**config.mk**
```make
export PLATFORM = sky130hd
export DESIGN_NAME = fixed_div_seq
export DESIGN_NICKNAME = d
export VERILOG_FILES = /design/src/rtl/fixed_pkg.sv /design/src/rtl/fixed_div_seq.sv
export SDC_FILE = /design/constraint.sdc
export NUM_CORES = 1
export LEC_CHECK = 0
export BUFFER_PORTS_ARGS = -buffer_cell sky130_fd_sc_hd__buf_2
export CORE_MARGIN = 2
export CORE_UTILIZATION = 42
export CTS_CLUSTER_SIZE = 14
export DETAILED_ROUTE_END_ITERATION = 10
export GPL_TIMING_DRIVEN = 0
export SKIP_LAST_GASP = 1
export SYNTH_ARGS = -nofsm -noshare
export SYNTH_HDL_FRONTEND = slang
export SYNTH_SLANG_ARGS = --single-unit
```
**constraint.sdc**
```tcl
create_clock -name clk -period 2.98 [get_ports clk]
set_input_delay 0.596 -clock clk [delete_from_list [all_inputs] [get_ports clk]]
set_output_delay 0.596 -clock clk [all_outputs]
set_load 0.01 [all_outputs]
```
**src/rtl/fixed_pkg.sv**
```systemverilog
// Q11.14 fixed-point definitions shared by the math blocks, plus the
// constants and state type used by the sequential divider.
package fixed_pkg;

  localparam int TOTAL_WIDTH   = 25;
  localparam int DECIMAL_WIDTH = 14;

  typedef logic signed [TOTAL_WIDTH-1:0] fixed;

  localparam int DIV_ITER = TOTAL_WIDTH + DECIMAL_WIDTH + 1;

  // Kept as unsigned bit patterns so zero-extension gives the saturation magnitudes.
  localparam logic [TOTAL_WIDTH-1:0] FIXED_MAX = 25'h0FFFFFF;
  localparam logic [TOTAL_WIDTH-1:0] FIXED_MIN = 25'h1000000;

  typedef enum logic [1:0] {
    S_IDLE,
    S_ITER,
    S_FINAL,
    S_DONE
  } div_state_e;

endpackage

```
**src/rtl/fixed_div_seq.sv**
```systemverilog
// Multi-cycle signed Q11.14 divider: radix-2 restoring loop, one quotient bit
// per clock, round half away from zero, saturation on overflow and /0.
module fixed_div_seq
  import fixed_pkg::*;
(
  input  logic                   clk,
  input  logic                   rst_n,
  input  logic                   in_valid,
  output logic                   in_ready,
  input  logic [TOTAL_WIDTH-1:0] lhs,
  input  logic [TOTAL_WIDTH-1:0] rhs,
  output logic                   out_valid,
  input  logic                   out_ready,
  output logic [TOTAL_WIDTH-1:0] result,
  output logic                   div_by_zero,
  output logic                   overflow
);

  div_state_e state, state_next;

  logic [5:0]             iter_cnt;
  logic [DIV_ITER-1:0]    num;
  logic [TOTAL_WIDTH-1:0] rem;
  logic [TOTAL_WIDTH-1:0] rhs_abs;
  logic                   sign;
  logic                   lhs_sign;
  logic                   lhs_zero;
  logic                   rhs_zero;

  logic                   accept;
  logic [TOTAL_WIDTH-1:0] lhs_abs_in;
  logic [TOTAL_WIDTH-1:0] rhs_abs_in;
  logic [TOTAL_WIDTH:0]   rem_shift;
  logic                   rem_ge;
  logic [DIV_ITER-1:0]    mag;
  logic [TOTAL_WIDTH-1:0] res_calc;
  logic                   ovf_calc;

  assign accept     = in_valid && in_ready;
  assign lhs_abs_in = lhs[TOTAL_WIDTH-1] ? -lhs : lhs;
  assign rhs_abs_in = rhs[TOTAL_WIDTH-1] ? -rhs : rhs;
  assign rem_shift  = {rem, num[DIV_ITER-1]};
  assign rem_ge     = rem_shift >= {1'b0, rhs_abs};

  always_ff @(posedge clk or negedge rst_n) begin
    if (!rst_n) state <= S_IDLE;
    else        state <= state_next;
  end

  always_comb begin
    state_next = state;
    case (state)
      S_IDLE:  if (accept) state_next = S_ITER;
      S_ITER:  if (iter_cnt == 6'(DIV_ITER - 1)) state_next = S_FINAL;
      S_FINAL: state_next = S_DONE;
      S_DONE:  if (out_ready) state_next = S_IDLE;
      default: state_next = S_IDLE;
    endcase
  end

  always_comb begin
    in_ready  = (state == S_IDLE);
    out_valid = (state == S_DONE);
  end

  // The dividend shifts out of num's top while quotient bits enter at its bottom.
  always_ff @(posedge clk or negedge rst_n) begin
    if (!rst_n) begin
      iter_cnt    <= '0;
      num         <= '0;
      rem         <= '0;
      rhs_abs     <= '0;
      sign        <= 1'b0;
      lhs_sign    <= 1'b0;
      lhs_zero    <= 1'b0;
      rhs_zero    <= 1'b0;
      result      <= '0;
      div_by_zero <= 1'b0;
      overflow    <= 1'b0;
    end else begin
      case (state)
        S_IDLE: if (accept) begin
          sign     <= lhs[TOTAL_WIDTH-1] ^ rhs[TOTAL_WIDTH-1];
          lhs_sign <= lhs[TOTAL_WIDTH-1];
          lhs_zero <= (lhs == '0);
          rhs_zero <= (rhs == '0);
          rhs_abs  <= rhs_abs_in;
          num      <= {lhs_abs_in, {(DECIMAL_WIDTH+1){1'b0}}};
          rem      <= '0;
          // A zero divisor makes a single pass through ITER, fixing its latency at two clocks.
          iter_cnt <= (rhs == '0) ? 6'(DIV_ITER - 1) : 6'd0;
        end
        S_ITER: begin
          rem      <= rem_ge ? TOTAL_WIDTH'(rem_shift - {1'b0, rhs_abs})
                             : rem_shift[TOTAL_WIDTH-1:0];
          num      <= {num[DIV_ITER-2:0], rem_ge};
          iter_cnt <= iter_cnt + 6'd1;
        end
        S_FINAL: begin
          result      <= res_calc;
          div_by_zero <= rhs_zero;
          overflow    <= ovf_calc;
        end
        default: ;
      endcase
    end
  end

  // num holds the quotient with one extra fraction bit, used for rounding.
  always_comb begin
    mag      = DIV_ITER'(({1'b0, num} + {{DIV_ITER{1'b0}}, 1'b1}) >> 1);
    res_calc = '0;
    ovf_calc = 1'b0;
    if (rhs_zero) begin
      if (!lhs_zero) res_calc = lhs_sign ? FIXED_MIN : FIXED_MAX;
    end else if (!sign) begin
      if (mag > DIV_ITER'(FIXED_MAX)) begin
        res_calc = FIXED_MAX;
        ovf_calc = 1'b1;
      end else begin
        res_calc = mag[TOTAL_WIDTH-1:0];
      end
    end else begin
      if (mag > DIV_ITER'(FIXED_MIN)) begin
        res_calc = FIXED_MIN;
        ovf_calc = 1'b1;
      end else begin
        res_calc = -mag[TOTAL_WIDTH-1:0];
      end
    end
  end

endmodule

```
======== Word level (Yosys, flattened, before mapping) ========
Index checks and enable logic that the tools add are counted.
word-level totals
  register bits ........................... 129
  bits of input ports ..................... 54
  output and inout port bits .............. 29
  logic and storage cells ................. 61
operators by class
  add/sub/neg operators ................... 6
  $lt $le $gt $ge ......................... 3
  equality and inequality tests ........... 7
  mux-type cells .......................... 24
  bitwise gates (word level) .............. 1
  reduce and logical (&&, ||, !) cells .... 8
operators by type and width
  operator                                                                           number
  25-bit two-way mux                                                                 10
  40-bit case mux with 2 select lines                                                1
  25-bit negation                                                                    3
  25-bit zero test                                                                   2
  25-bit case mux with 2 select lines                                                1
  40-bit by 1-bit adder with 41-bit output, second input constant                    1
  40-bit by 24-bit greater-than comparator with 1-bit output, second input constant  1
  40-bit by 25-bit greater-than comparator with 1-bit output, second input constant  1
  40-bit two-way mux                                                                 1
  26-bit by 25-bit >= comparator with 1-bit output                                   1
  25-bit subtractor                                                                  1
  6-bit two-way mux                                                                  2
  6-bit case mux with 2 select lines                                                 1
  2-bit case mux with 4 select lines                                                 1
  6-bit by 1-bit adder with 6-bit output, second input constant                      1
  6-bit equality test, second input constant                                         1
  2-bit two-way mux                                                                  3
  2-bit equality test, second input constant                                         2
  1-bit two-way mux                                                                  4
  2-bit by 1-bit inequality test with 1-bit output, second input constant            2
  2-bit AND reduction                                                                2
  3-bit AND reduction                                                                1
  2-bit by 1-bit equality test with 1-bit output, second input constant              1
  2-bit zero test                                                                    1
  other kinds (4)                                                                    4

======== Logic depth before layout (Yosys ltp) ========
  depth in word-level cells ............... 5
  mapped depth ............................ 14
  depth with buffers taken out ............ 12

======== Worst setup path after synthesis ========
OpenSTA, ideal clock, no wires.
  path kind ............................... input port to flip-flop
  from .................................... in rhs[0]
  to ...................................... reg iter_cnt[2]
  setup time .............................. 0.077 ns
  data arrival time ....................... 3.176 ns
  required time ........................... 2.903 ns
  slack ................................... -0.273 ns
  stages on the path ...................... 10
  path buffers ............................ 0
  cells stage by stage .................... inv_1 > ha_1 > nand2_1 > or3_1 > or4_1 > or3_1 > or3_1 > or2_1 > a311o_1 > a21oi_1
on the way
  cells in the longest elaborated chain, start to end .. 4
ends and longest elaborated chain
  what                                line                 source
  from (decl)                         fixed_div_seq.sv:11  input logic [TOTAL_WIDTH-1:0] rhs,
  25-bit zero test                    fixed_div_seq.sv:91  iter_cnt <= (rhs == '0) ? 6'(DIV_ITER - 1) : 6'd0;
  6-bit two-way mux                   fixed_div_seq.sv:91
  6-bit two-way mux                   fixed_div_seq.sv:82  S_IDLE: if (accept) begin
  6-bit case mux with 2 select lines  fixed_div_seq.sv:81  case (state)
  to (signal assigned)                fixed_div_seq.sv:91
  to (signal assigned)                fixed_div_seq.sv:97  iter_cnt <= iter_cnt + 6'd1;
  to (decl)                           fixed_div_seq.sv:21  logic [5:0] iter_cnt;
Every way passes these cells. The select of a mux whose other input is x is not followed.
A chain may end at the register's enable or synchronous reset.

======== Worst setup path in the final report ========
  from .................................... reg num[0]
  to ...................................... reg result[19]
on the way
  cells in the longest elaborated chain, start to end .. 5
ends and longest elaborated chain
  what                                                                                line                                        source
  from (decl)                                                                         fixed_div_seq.sv:22                         logic [DIV_ITER-1:0] num;
  from (signal assigned)                                                              fixed_div_seq.sv:88                         num <= {lhs_abs_in, {(DECIMAL_WIDTH+1){1'b0}}};
  from (signal assigned)                                                              fixed_div_seq.sv:96                         num <= {num[DIV_ITER-2:0], rem_ge};
  40-bit by 1-bit adder with 41-bit output (*)                                        fixed_div_seq.sv:111                        mag = DIV_ITER'(({1'b0, num} + {{DIV_ITER{1'b0}}, 1'b1}) >> 1);
  40-bit by 24-bit greater-than comparator with 1-bit output (tied with other cells)  fixed_div_seq.sv:117                        if (mag > DIV_ITER'(FIXED_MAX)) begin
  25-bit two-way mux, on equally long branches                                        fixed_div_seq.sv:117, fixed_div_seq.sv:124
  25-bit two-way mux (*)                                                              fixed_div_seq.sv:116                        end else if (!sign) begin
  25-bit two-way mux (*)                                                              fixed_div_seq.sv:114                        if (rhs_zero) begin
  to (signal assigned)                                                                fixed_div_seq.sv:100                        result <= res_calc;
  to (decl)                                                                           fixed_div_seq.sv:14                         output logic [TOTAL_WIDTH-1:0] result,
Every way passes the cells marked *; elsewhere a longest branch is shown, timed or not.

==> reports/qor.yml <==
drc: 0
period_needed_ns: 3.14
ys_warn_count: 0
drive_above_1_share_pct: 26.3
wirelength_mm: 29.2
multiInputGateArea_sq_mm: 0.00659
cp-start-kind: "flip-flop"
synth_xor_area_share_pct: 8.45
status: "finished, violations left"
cp_data_arrival_time_ns: 3.47
gp_congestion: 0.903
vias: 9293
clockBufferDepth: 2
synthFlopType: "dfrtp_1"
grtUsageTotal_pct: 24.6
insertion_delay_ns: 0.43
n_antenna_cell: 0
synth_top_area_share_pct: 33.5
post_drt_via_cell_ratio: 5.68
clock-sinks: 129
finalSetupViolations: 25
hold_ws_ns: 0.0551
nNetsFinal: 1429
synth_top_family_by_area: "compound AO/OA/AOI/OAI gates"
synth_area_leader_cell: "dfrtp_1"
rsz0062_at_grt: "true"
path_clk_slew_ns: 0.06
cts-root-buf: "clkbuf_16"
fin_skew_ns: 0.00954
finalPower_mw: 14.1
yosys_register_bits: 129
power_density_mw_per_mm2: 1140
finish.utilization_pct: 54.9
die_w_um: 155
grt_pass1_wl_mm: 47.4
place_hpwl_mm: 20.9
setup_ws_ns: -0.156
synth_adder_area_share_pct: 4.75
syn_nets: 1260
cts_tree: "built"
ys_async_sr_fraction_pct: 100
ff_latch_area_sq_mm: 0.00325
area_growth_pct: 28.7
maxSlewHeadroom_pct: 22.0
grt_max_degree: 95
cp_max_fo: 5
maxCapViolCount: 0
cp-end-kind: "flip-flop"
violations: "negative setup slack"
firstDrtPassIters: 4
fmax_mhz: 319
start_util_pct: 42.7
dieArea_sq_mm: 0.0242
ir_drop_mv: 0.454
io_buffers: 80
syn_avg_cell_area_sq_um: 8.24
antenna_found_initial: 0
ant_nets: 0
synth_area_leaders: "dfrtp_1, nand2_1, o21ai_0, ha_1, xor2_1"
core_area_sq_mm: 0.0226
grt.overflow.total: 0
p_leak_nw: 5.44
synth_simple_gate_area_share_pct: 22.1
fillCellCount: 2100
cts_buffers: 17
dp_slack_ns: -0.773
drt_iter0_drc: 626
htree_levels: 4
synth.distinct_cells: 84
hold_class: "in -> async"
rows: 55
grt_pass1_vias: 9176
netlist_area_sq_mm: 0.00964
io_pins: 83
crit_required_ns: 3.31
synth_mux_area_share_pct: 3.08
wl_per_cell_um: 17.8
ys_seq_area_share_pct: 33.5
path_class: "reg -> reg"
syn-instance-count: 1170
synth_edf_count: 0
die_y_um: 155
post-route-period-util_pct: 105
worst_pin_slew_ns: 1.17
hold_viol: 0
synth_compound_area_share_pct: 23.1
drv_slew: 0
-- worst max-delay path: stages (launching register included) --
cell,delay [ns]
dfrtp_1,0.38
buf_6,0.12
ha_4,0.15
nand3_4,0.12
or4_4,0.54
a211oi_2,0.24
buf_4,0.16
o2111ai_4,0.12
or2_4,0.29
o31ai_4,0.27
and3_4,0.27
buf_6,0.14
nand4_1,0.09
o211ai_1,0.15
-- per-layer routing --
layer / up-vias / GRT usage, % / part of all wire, % / wire length (um)
li1: 4586 / - / - / -
met4: 0 / 8.30 / 2.2 / 633
met3: 47 / 5.15 / 4.5 / 1300
met2: 226 / 42.4 / 49 / 14400
met1: 4434 / 30.7 / 44 / 12900
met5: - / 0 / 0 / 0
-- placed cells by master, fill, tap and decap left out, types with 11 or more instances in the layout --
cell type  netlist  layout
ha_1            35      28
nor2_1          77      75
o21ai_1          3      13
a21oi_1         79      73
buf_6            3      19
clkbuf_1        49      39
buf_4            1      71
xor2_1          47      43
dfrtp_1        129     113
dfrtp_2          0      16
nand3_1         32      24
a21o_1          14      14
clkbuf_16        0      17
buf_2            9      77
nor3_1          18      12
nand4_1         22      22
o21ai_0        111      98
nand2_1        159     151
xnor2_1         46      44
mux2i_1         24      24
or3_1           15      11
inv_1           53      48
o31ai_1         17      16
-- flip-flops by register name (all words and copies together), names as in the netlist --
signal       flops
overflow         1
lhs_sign         1
rem             25
div_by_zero      1
lhs_zero         1
num             40
state            2
rhs_zero         1
iter_cnt         6
result          25
sign             1
rhs_abs         25
-- cells by family after synthesis --
family          after synthesis
flops                       129
compound gates              341
mux                          29
buf+inv                     119
xor+xnor                     93
simple gates                423
fa+ha+maj                    36
-- cell usage after synthesis, types with 17 or more instances --
master	instances
nand4_1	22
nand3_1	32
nand2_1	159
o21ai_0	111
xor2_1	47
inv_1	53
nor2_1	77
clkbuf_1	49
dfrtp_1	129
nor3_1	18
o31ai_1	17
mux2i_1	24
ha_1	35
a21oi_1	79
xnor2_1	46
-- area by class of cell --
type	instances	area share [%]
plain buffers	54	2.46
clock buffers	19	3.65
clock inverters	12	1.07
inverters	55	1.81
multi-input cells	922	53.1
flip-flops and latches	129	26.2
well taps	285	2.88
repair buffers	160	8.83
-- per-stage QoR --
step	cells	instance area [sq um]	setup TNS [ns]
final	1636	12400	-1.95
after global placement	1535	10600	-102.22
after global routing	1636	12400	-4.88
after detailed placement	1536	10700	-32.65
after floorplan	1170	9860	-0.447
after CTS	1616	12000	-0.667
-- repair_timing --
| item | 4_1_cts | 5_1_grt |
|---|---|---|
| hold buffers | 0 | 0 |
| setup buffers | 54 | 22 |
| setup endpoints to repair | 55 | 53 |
| gates cloned | 3 | 0 |
| gates resized for setup | 87 | 70 |
| pin swaps | 42 | 35 |
-- worst paths after layout --
path / slack (ns) / to / cells past startpoint / startpoint
worst min-delay path: 0.06 / num[20] / 1 / rst_n
worst max register to register: -0.16 / result[19] / 13 / num[0]
worst max-delay path: -0.16 / result[19] / 13 / num[0]
worst min register to register: 0.48 / rhs_abs[22] / 2 / rhs_abs[22]
max in group asynchronous: 2.14 / rhs_abs[0] / 2 / rst_n
min in group clk: 0.44 / rhs_abs[0] / 3 / rhs[0]
-- power breakdown --
part / total [mW] / internal, mW / switching (mW)
clock network: 2.11 / 1.27 / 0.842
registers: 3.18 / 2.47 / 0.707
logic: 8.83 / 3.86 / 4.98
total: 14.1 / 7.60 / 6.53
Power figures use the tool's default switching activity.
